File: config.mk
export PLATFORM = sky130hd
export DESIGN_NAME = lsq_issue_arbiter
export DESIGN_NICKNAME = d
export VERILOG_FILES = /design/src/rtl/lsq_issue_arbiter.sv
export SDC_FILE = /design/constraint.sdc
export NUM_CORES = 1
export LEC_CHECK = 0
export CAP_MARGIN = 20
export CORE_AREA = 2 2 39 41
export CTS_BUF_LIST = sky130_fd_sc_hd__clkbuf_8 sky130_fd_sc_hd__clkbuf_16
export DETAILED_ROUTE_END_ITERATION = 10
export DIE_AREA = 0 0 41 43
export DONT_BUFFER_PORTS = 1
export GPL_TIMING_DRIVEN = 0
export PLACE_DENSITY_LB_ADDON = 0.25
export SLEW_MARGIN = 20
export SYNTH_ARGS = -nofsm -noshare
export SYNTH_HDL_FRONTEND = slang
export SYNTH_SLANG_ARGS = --single-unit
File: constraint.sdc
create_clock -name clk -period 2.8 [get_ports clk]
set_clock_uncertainty 0.05 [all_clocks]
set_input_delay 0.28 -clock clk [delete_from_list [all_inputs] [get_ports clk]]
set_output_delay 0.28 -clock clk [all_outputs]
set_load 0.02 [all_outputs]
File: src/rtl/lsq_issue_arbiter.sv
// ---------------------------------------------------------------------------
// lsq_issue_arbiter
//
// Purpose:
//   Picks at most one memory operation per cycle. The candidates are the
//   oldest load from the load queue and the oldest released store from the
//   store queue. The chosen operation goes to its target memory sub-unit:
//   local mem, bus or dcache.
//   Loads normally win. A store is forced through in three cases:
//     - the store queue is full;
//     - the store has lost arbitration STARVE_LIMIT times in a row;
//     - a fence drain is in progress.
//   The block also sequences fences. After a fence request, loads are held
//   off until the store queue is empty and every sub-unit is idle. A single
//   fence_done pulse then marks the end of the drain.
//
// Ports:
//   clk, rst           clock, synchronous active-high reset
//   lq_valid           oldest load is ready to issue
//   lq_store_conflict  oldest load aliases an unissued store (blocked)
//   lq_subunit         target sub-unit index of the load
//   lq_pop             load issued this cycle
//   sq_valid           oldest store is valid and released
//   sq_subunit         target sub-unit index of the store
//   sq_full            store queue full (registered upstream)
//   sq_empty           store queue empty
//   sq_pop             store issued this cycle
//   sub_ready          per sub-unit: can accept a request this cycle
//   sub_idle           per sub-unit: nothing outstanding
//   sub_issue          one-hot request strobe to the selected sub-unit
//   sub_is_store       the issued request is a store
//   fence_req          single-cycle fence request
//   fence_busy         fence drain in progress
//   fence_done         single-cycle pulse when the drain completes
// ---------------------------------------------------------------------------
module lsq_issue_arbiter #(
    parameter int SUBUNITS     = 3,
    parameter int SUBUNIT_W    = (SUBUNITS > 1) ? $clog2(SUBUNITS) : 1,
    parameter int STARVE_LIMIT = 8
) (
    input  logic                 clk,
    input  logic                 rst,
    input  logic                 lq_valid,
    input  logic                 lq_store_conflict,
    input  logic [SUBUNIT_W-1:0] lq_subunit,
    output logic                 lq_pop,
    input  logic                 sq_valid,
    input  logic [SUBUNIT_W-1:0] sq_subunit,
    input  logic                 sq_full,
    input  logic                 sq_empty,
    output logic                 sq_pop,
    input  logic [SUBUNITS-1:0]  sub_ready,
    input  logic [SUBUNITS-1:0]  sub_idle,
    output logic [SUBUNITS-1:0]  sub_issue,
    output logic                 sub_is_store,
    input  logic                 fence_req,
    output logic                 fence_busy,
    output logic                 fence_done
);

    localparam int CNT_W = $clog2(STARVE_LIMIT + 1);
    localparam logic [CNT_W-1:0] STARVE_MAX = CNT_W'(STARVE_LIMIT);

    typedef enum logic [1:0] {
        ST_NORMAL,
        ST_DRAIN,
        ST_DONE
    } state_t;

    state_t           state;
    logic [CNT_W-1:0] starve_cnt;

    logic lq_target_ready;
    logic sq_target_ready;
    logic load_ok;
    logic store_ok;
    logic store_pri;
    logic grant_store;
    logic grant_load;
    logic drain_complete;

    // Look up the readiness of each candidate's target sub-unit. Comparing
    // the index against every real sub-unit handles indices past the last
    // sub-unit: they match nothing, so they read as not ready and are never
    // issued. No out-of-range vector index is ever formed.
    always_comb begin
        lq_target_ready = 1'b0;
        sq_target_ready = 1'b0;
        for (int i = 0; i < SUBUNITS; i++) begin
            if (lq_subunit == SUBUNIT_W'(i)) begin
                lq_target_ready = sub_ready[i];
            end
            if (sq_subunit == SUBUNIT_W'(i)) begin
                sq_target_ready = sub_ready[i];
            end
        end
    end

    // Same-cycle grant. Loads are only eligible in NORMAL. A store takes the
    // slot in two cases. The first is when it has priority: the queue is
    // full, it has been passed over too often, or a fence is draining. The
    // second is when no load can use the slot.
    always_comb begin
        load_ok     = lq_valid & ~lq_store_conflict & lq_target_ready &
                      (state == ST_NORMAL);
        store_ok    = sq_valid & sq_target_ready;
        store_pri   = sq_full | (starve_cnt == STARVE_MAX) |
                      (state != ST_NORMAL);
        grant_store = store_ok & (store_pri | ~load_ok);
        grant_load  = load_ok & ~grant_store;
    end

    // Drive the strobes for the granted operation. At most one grant is
    // active, so sub_issue ends up one-hot or all-zero.
    always_comb begin
        sq_pop       = grant_store;
        lq_pop       = grant_load;
        sub_is_store = grant_store;
        sub_issue    = '0;
        for (int i = 0; i < SUBUNITS; i++) begin
            sub_issue[i] = (grant_store & (sq_subunit == SUBUNIT_W'(i))) |
                           (grant_load  & (lq_subunit == SUBUNIT_W'(i)));
        end
    end

    // The drain ends once nothing store-related can still be in flight. The
    // queue must be empty, every sub-unit must be idle, and no store may be
    // leaving in this same cycle.
    always_comb begin
        drain_complete = sq_empty & (&sub_idle) & ~grant_store;
    end

    // Starvation counter. It counts cycles in which an eligible store lost
    // to a load, and saturates at the limit, where the store gets priority.
    // Issuing the store, or having no valid store, starts the count again.
    // In all other cases the count is held. A store blocked only by its
    // sub-unit's readiness therefore does not lose its progress.
    always_ff @(posedge clk) begin
        if (rst) begin
            starve_cnt <= '0;
        end else if (grant_store | ~sq_valid) begin
            starve_cnt <= '0;
        end else if (store_ok & grant_load & (starve_cnt != STARVE_MAX)) begin
            starve_cnt <= starve_cnt + CNT_W'(1);
        end
    end

    // Fence sequencer, with fence_busy and fence_done registered next to the
    // state. A fence request moves NORMAL to DRAIN. Any load granted in that
    // same cycle still issues, because the grant uses the current state.
    // DRAIN waits for the queue and sub-units to go quiet. DONE lasts exactly
    // one cycle and then returns to NORMAL. Fence requests outside NORMAL are
    // dropped; upstream holds them while fence_busy is high.
    always_ff @(posedge clk) begin
        if (rst) begin
            state      <= ST_NORMAL;
            fence_busy <= 1'b0;
            fence_done <= 1'b0;
        end else begin
            case (state)
                ST_NORMAL: begin
                    if (fence_req) begin
                        state      <= ST_DRAIN;
                        fence_busy <= 1'b1;
                    end
                end
                ST_DRAIN: begin
                    if (drain_complete) begin
                        state      <= ST_DONE;
                        fence_done <= 1'b1;
                    end
                end
                ST_DONE: begin
                    state      <= ST_NORMAL;
                    fence_busy <= 1'b0;
                    fence_done <= 1'b0;
                end
                default: begin
                    state      <= ST_NORMAL;
                    fence_busy <= 1'b0;
                    fence_done <= 1'b0;
                end
            endcase
        end
    end

    // Structural invariants of the issue port and the fence handshake.
    a_single_grant : assert property (@(posedge clk) disable iff (rst)
        !(lq_pop && sq_pop));
    a_onehot_issue : assert property (@(posedge clk) disable iff (rst)
        $onehot0(sub_issue));
    a_store_valid  : assert property (@(posedge clk) disable iff (rst)
        sq_pop |-> sq_valid);
    a_load_clean   : assert property (@(posedge clk) disable iff (rst)
        lq_pop |-> !lq_store_conflict);
    a_done_busy    : assert property (@(posedge clk) disable iff (rst)
        fence_done |-> $past(fence_busy));

endmodule
==> summary by stage <==
Die
The horizontal die dimension is about 40 um. The count of standard-cell rows is 14. The region available for standard cell placement spans 1380 um2. For this configuration, the core starts out at a cell density of 0.425.

The die covers 1760 um2. The floorplan die height is 43 um. The top-level port count is 26.

Logic synthesis
The synthesized netlist cell count is 68. Synthesis inferred 8 register bits. The number of synthesized flops with an enable pin is 0. In the synthesized netlist the dominant register cell turns out to be sky130_fd_sc_hd__dfxtp_1. The Yosys step of the flow raised 0 warnings.

The share of synthesized area occupied by flip-flops and latches is 0.272. The synthesized net count is slightly below 90. The number of library cell types mapped by synthesis is 35. After synthesis the cells add up to ~590 um2. Each instance of the synthesized netlist takes up on average roughly 8.6 um2.

The fraction of registers with async set or reset after synthesis is 0.

Job
The number of max-capacitance violations reported is 0.

STA
The final-report hold violation count is 0. Setup repair after global routing left no endpoint under its margin. Based on the critical path, the design can be clocked at up to approximately 400 MHz. For the pin with the worst max-slew slack, the measured transition is about 0.73 ns. The worst path meets setup with 0.340 ns of slack. Of the available clock period, the critical path in the final layout requires 0.879.

The number of pins with negative max-slew slack in the final report is 0. The post-route setup TNS is 0 ns. The headroom to the max-slew limit is 0.511. The count of endpoints failing setup in the final report is 0.

The final critical path time including I/O delays and setup is between 2 and 2.5 ns.

Final layout
The count of cells in the finished layout, fillers not included, comes to slightly below 90. The area growth from synthesis to layout is 10.4%. The net count of the finished layout is 93. The number of antenna diodes in the final layout is 0. After routing the design area is 649 um2. In the final layout, the share of cells above drive strength 1 is 0.211.

Routing
The count of antenna-violating nets left after detailed routing is 0. The first-pass iteration count of the detailed router is 2. After detailed routing, the number of remaining DRC violations is 0. The routed design has around 1.2 mm of wire. In the final routed layout, each cell accounts on average for ~14 um. The final route contains 538 vias. After detailed routing, the number of vias per cell comes to slightly above 6. The count of routing violations after the opening detailed-route iteration is 4.

Min path
In this run the worst hold path is classified as input pin to flop.

Setup path
The worst path arrival time is 2.13 ns. For flop-to-flop paths, the worst setup slack is between 1 and 1.5 ns. The startpoint identified for the worst register-to-register timing path is starve_cnt[0]. The worst setup path is launched from a flop. STA classifies the critical path endpoint as a primary output. The number of cell instances on the worst register-to-register path is 6. STA puts the critical path data required time at about 2.5 ns. In this run the worst setup path begins at starve_cnt[0].

The startpoint-to-endpoint class of the critical path is flop to primary output. The largest fanout on the critical path is 5. The endpoint of the most critical setup path is sub_issue[1]. The endpoint of the most critical register-to-register path is starve_cnt[0].

Place
In this run the cell area measured after placement is just over 600 um2. In this run, placement finished with an instance count of 84. Buffers placed on the I/O ports in this run total 0. The half-perimeter wire length after placement is about 1000 um. The global placement routability congestion is between 0.7 and 0.8.

Before CTS, the worst setup slack after placement is approximately 0.58 ns.

Clock tree
The quantity of hold-fixing buffers added after cts is 0. The cell sitting at the root of the clock tree is a sky130_fd_sc_hd__clkbuf_8. The number of buffers created by CTS is 3. The clock edge transition at the registers on the reported setup and hold paths is 0.04 ns.

The number of buffers on the longest clock path is 2. After clock tree synthesis, the setup repair step added 0 buffers. TritonCTS built the clock tree. The clock sink count is 8. After clock tree synthesis, the repair step resized 0 gates. The H-tree depth reported by CTS is 1. The clock latency of the later-clocked register in the worst-skew pair is 0.22 ns.

Global route
Summed over all layers, the global routing overflow is 0. The overall global routing resource usage is 0.163. The largest net degree at the start of global routing is 9. The wire length of the first global-routing pass is 1.94 mm. The via count of the first global-routing pass is approximately 500. The number of antenna violations at the first check in global routing was 0.

Pwr
The analysis attributes to cell leakage a power of between 0.2 and 0.3 nW. The peak supply drop is about 0.29 mV. The power per unit of standard cell area is approximately 460 nW/um2.

The total power consumption of the routed design is 0.000299 W.

Outcome
The run finished with clean final reports.
==> worst min path at each step <==
| stage | startpoint | to | depth (start not counted) |
|---|---|---|---|
| final | rst | fence_busy | 1 |
| after global routing | rst | fence_busy | 1 |
| after CTS | rst | fence_busy | 1 |
| after detailed placement | rst | fence_busy | 1 |
| after global placement | rst | fence_busy | 1 |
| after floorplan | rst | fence_busy | 1 |
==> cells in the final DEF (no fill, tap or decap), drive strengths merged, types with 3 or more instances in the layout <==
master | synthesis | final
a21oi | 3 | 3
clkbuf | 0 | 3
dfxtp | 8 | 8
inv | 6 | 6
nand3 | 10 | 10
nand4 | 4 | 4
nor2 | 3 | 3
o32ai | 3 | 3
==> metal layers <==
layer	vias to the layer above	share of wire	global-route usage
li1	266	-	-
met1	248	0.40	0.199
met2	20	0.49	0.238
met3	4	0.077	0.0209
met4	0	0.025	0.140
met5	-	0	0
==> cells by family after synthesis <==
kind of cell | count (synthesis) | synth area share
AO/OA/AOI/OAI | 14 | 0.219
AND/OR/NAND/NOR | 35 | 0.379
multiplexers | 2 | 0.0362
buffers and inverters | 7 | 0.0511
adder cells (fa/ha/maj) | 2 | 0.0425
flip-flops | 8 | 0.272
==> power by group <==
part / internal (W) / switching [W]
combinational: 0.0000156 / 0.0000276
sequential: 0.000117 / 0.00000349
clock: 0.0000929 / 0.0000425
==> critical path, cell delays in order, from the launching register on <==
cell,delay [ns]
sky130_fd_sc_hd__dfxtp_1,0.36
sky130_fd_sc_hd__inv_1,0.08
sky130_fd_sc_hd__ha_1,0.19
sky130_fd_sc_hd__and3b_2,0.20
sky130_fd_sc_hd__nor2_1,0.32
sky130_fd_sc_hd__o211ai_4,0.12
sky130_fd_sc_hd__o32ai_1,0.63
==> flip-flops by register name, indices dropped and copies added (netlist names) <==
name        flops
fence_busy      1
starve_cnt      4
state           2
fence_done      1
==> through the flow <==
step | utilization | hold slack [ns]
4_1_cts | 0.469 | 0.0709
5_1_grt | 0.469 | 0.0707
3_3_place_gp | 0.439 | 0.308
6_report | 0.469 | 0.0772
3_5_place_dp | 0.439 | 0.311
2_1_floorplan | - | 0.307
==> synth_stat cells, types with 2 or more instances <==
master                      n  area, um2
sky130_fd_sc_hd__nor2_1     3       11.3
sky130_fd_sc_hd__nor4_1     2       12.5
sky130_fd_sc_hd__o32ai_1    3       26.3
sky130_fd_sc_hd__inv_1      6       22.5
sky130_fd_sc_hd__nor2b_1    2       12.5
sky130_fd_sc_hd__nor3_1     2       10.0
sky130_fd_sc_hd__nand3_1   10       50.1
sky130_fd_sc_hd__ha_1       2       25.0
sky130_fd_sc_hd__dfxtp_1    8        160
sky130_fd_sc_hd__nand2b_1   2       12.5
sky130_fd_sc_hd__nand4_1    4       25.0
==> layout make-up <==
cell class,count,area (um2)
flip-flops and latches,8,160
multi-input cells,53,398
clock buffers,3,41.3
well taps,16,20.0
inverters,6,22.5
plain buffers,1,7.51
fillers,137,734
No activity file was read; power rests on OpenSTA's default activity.
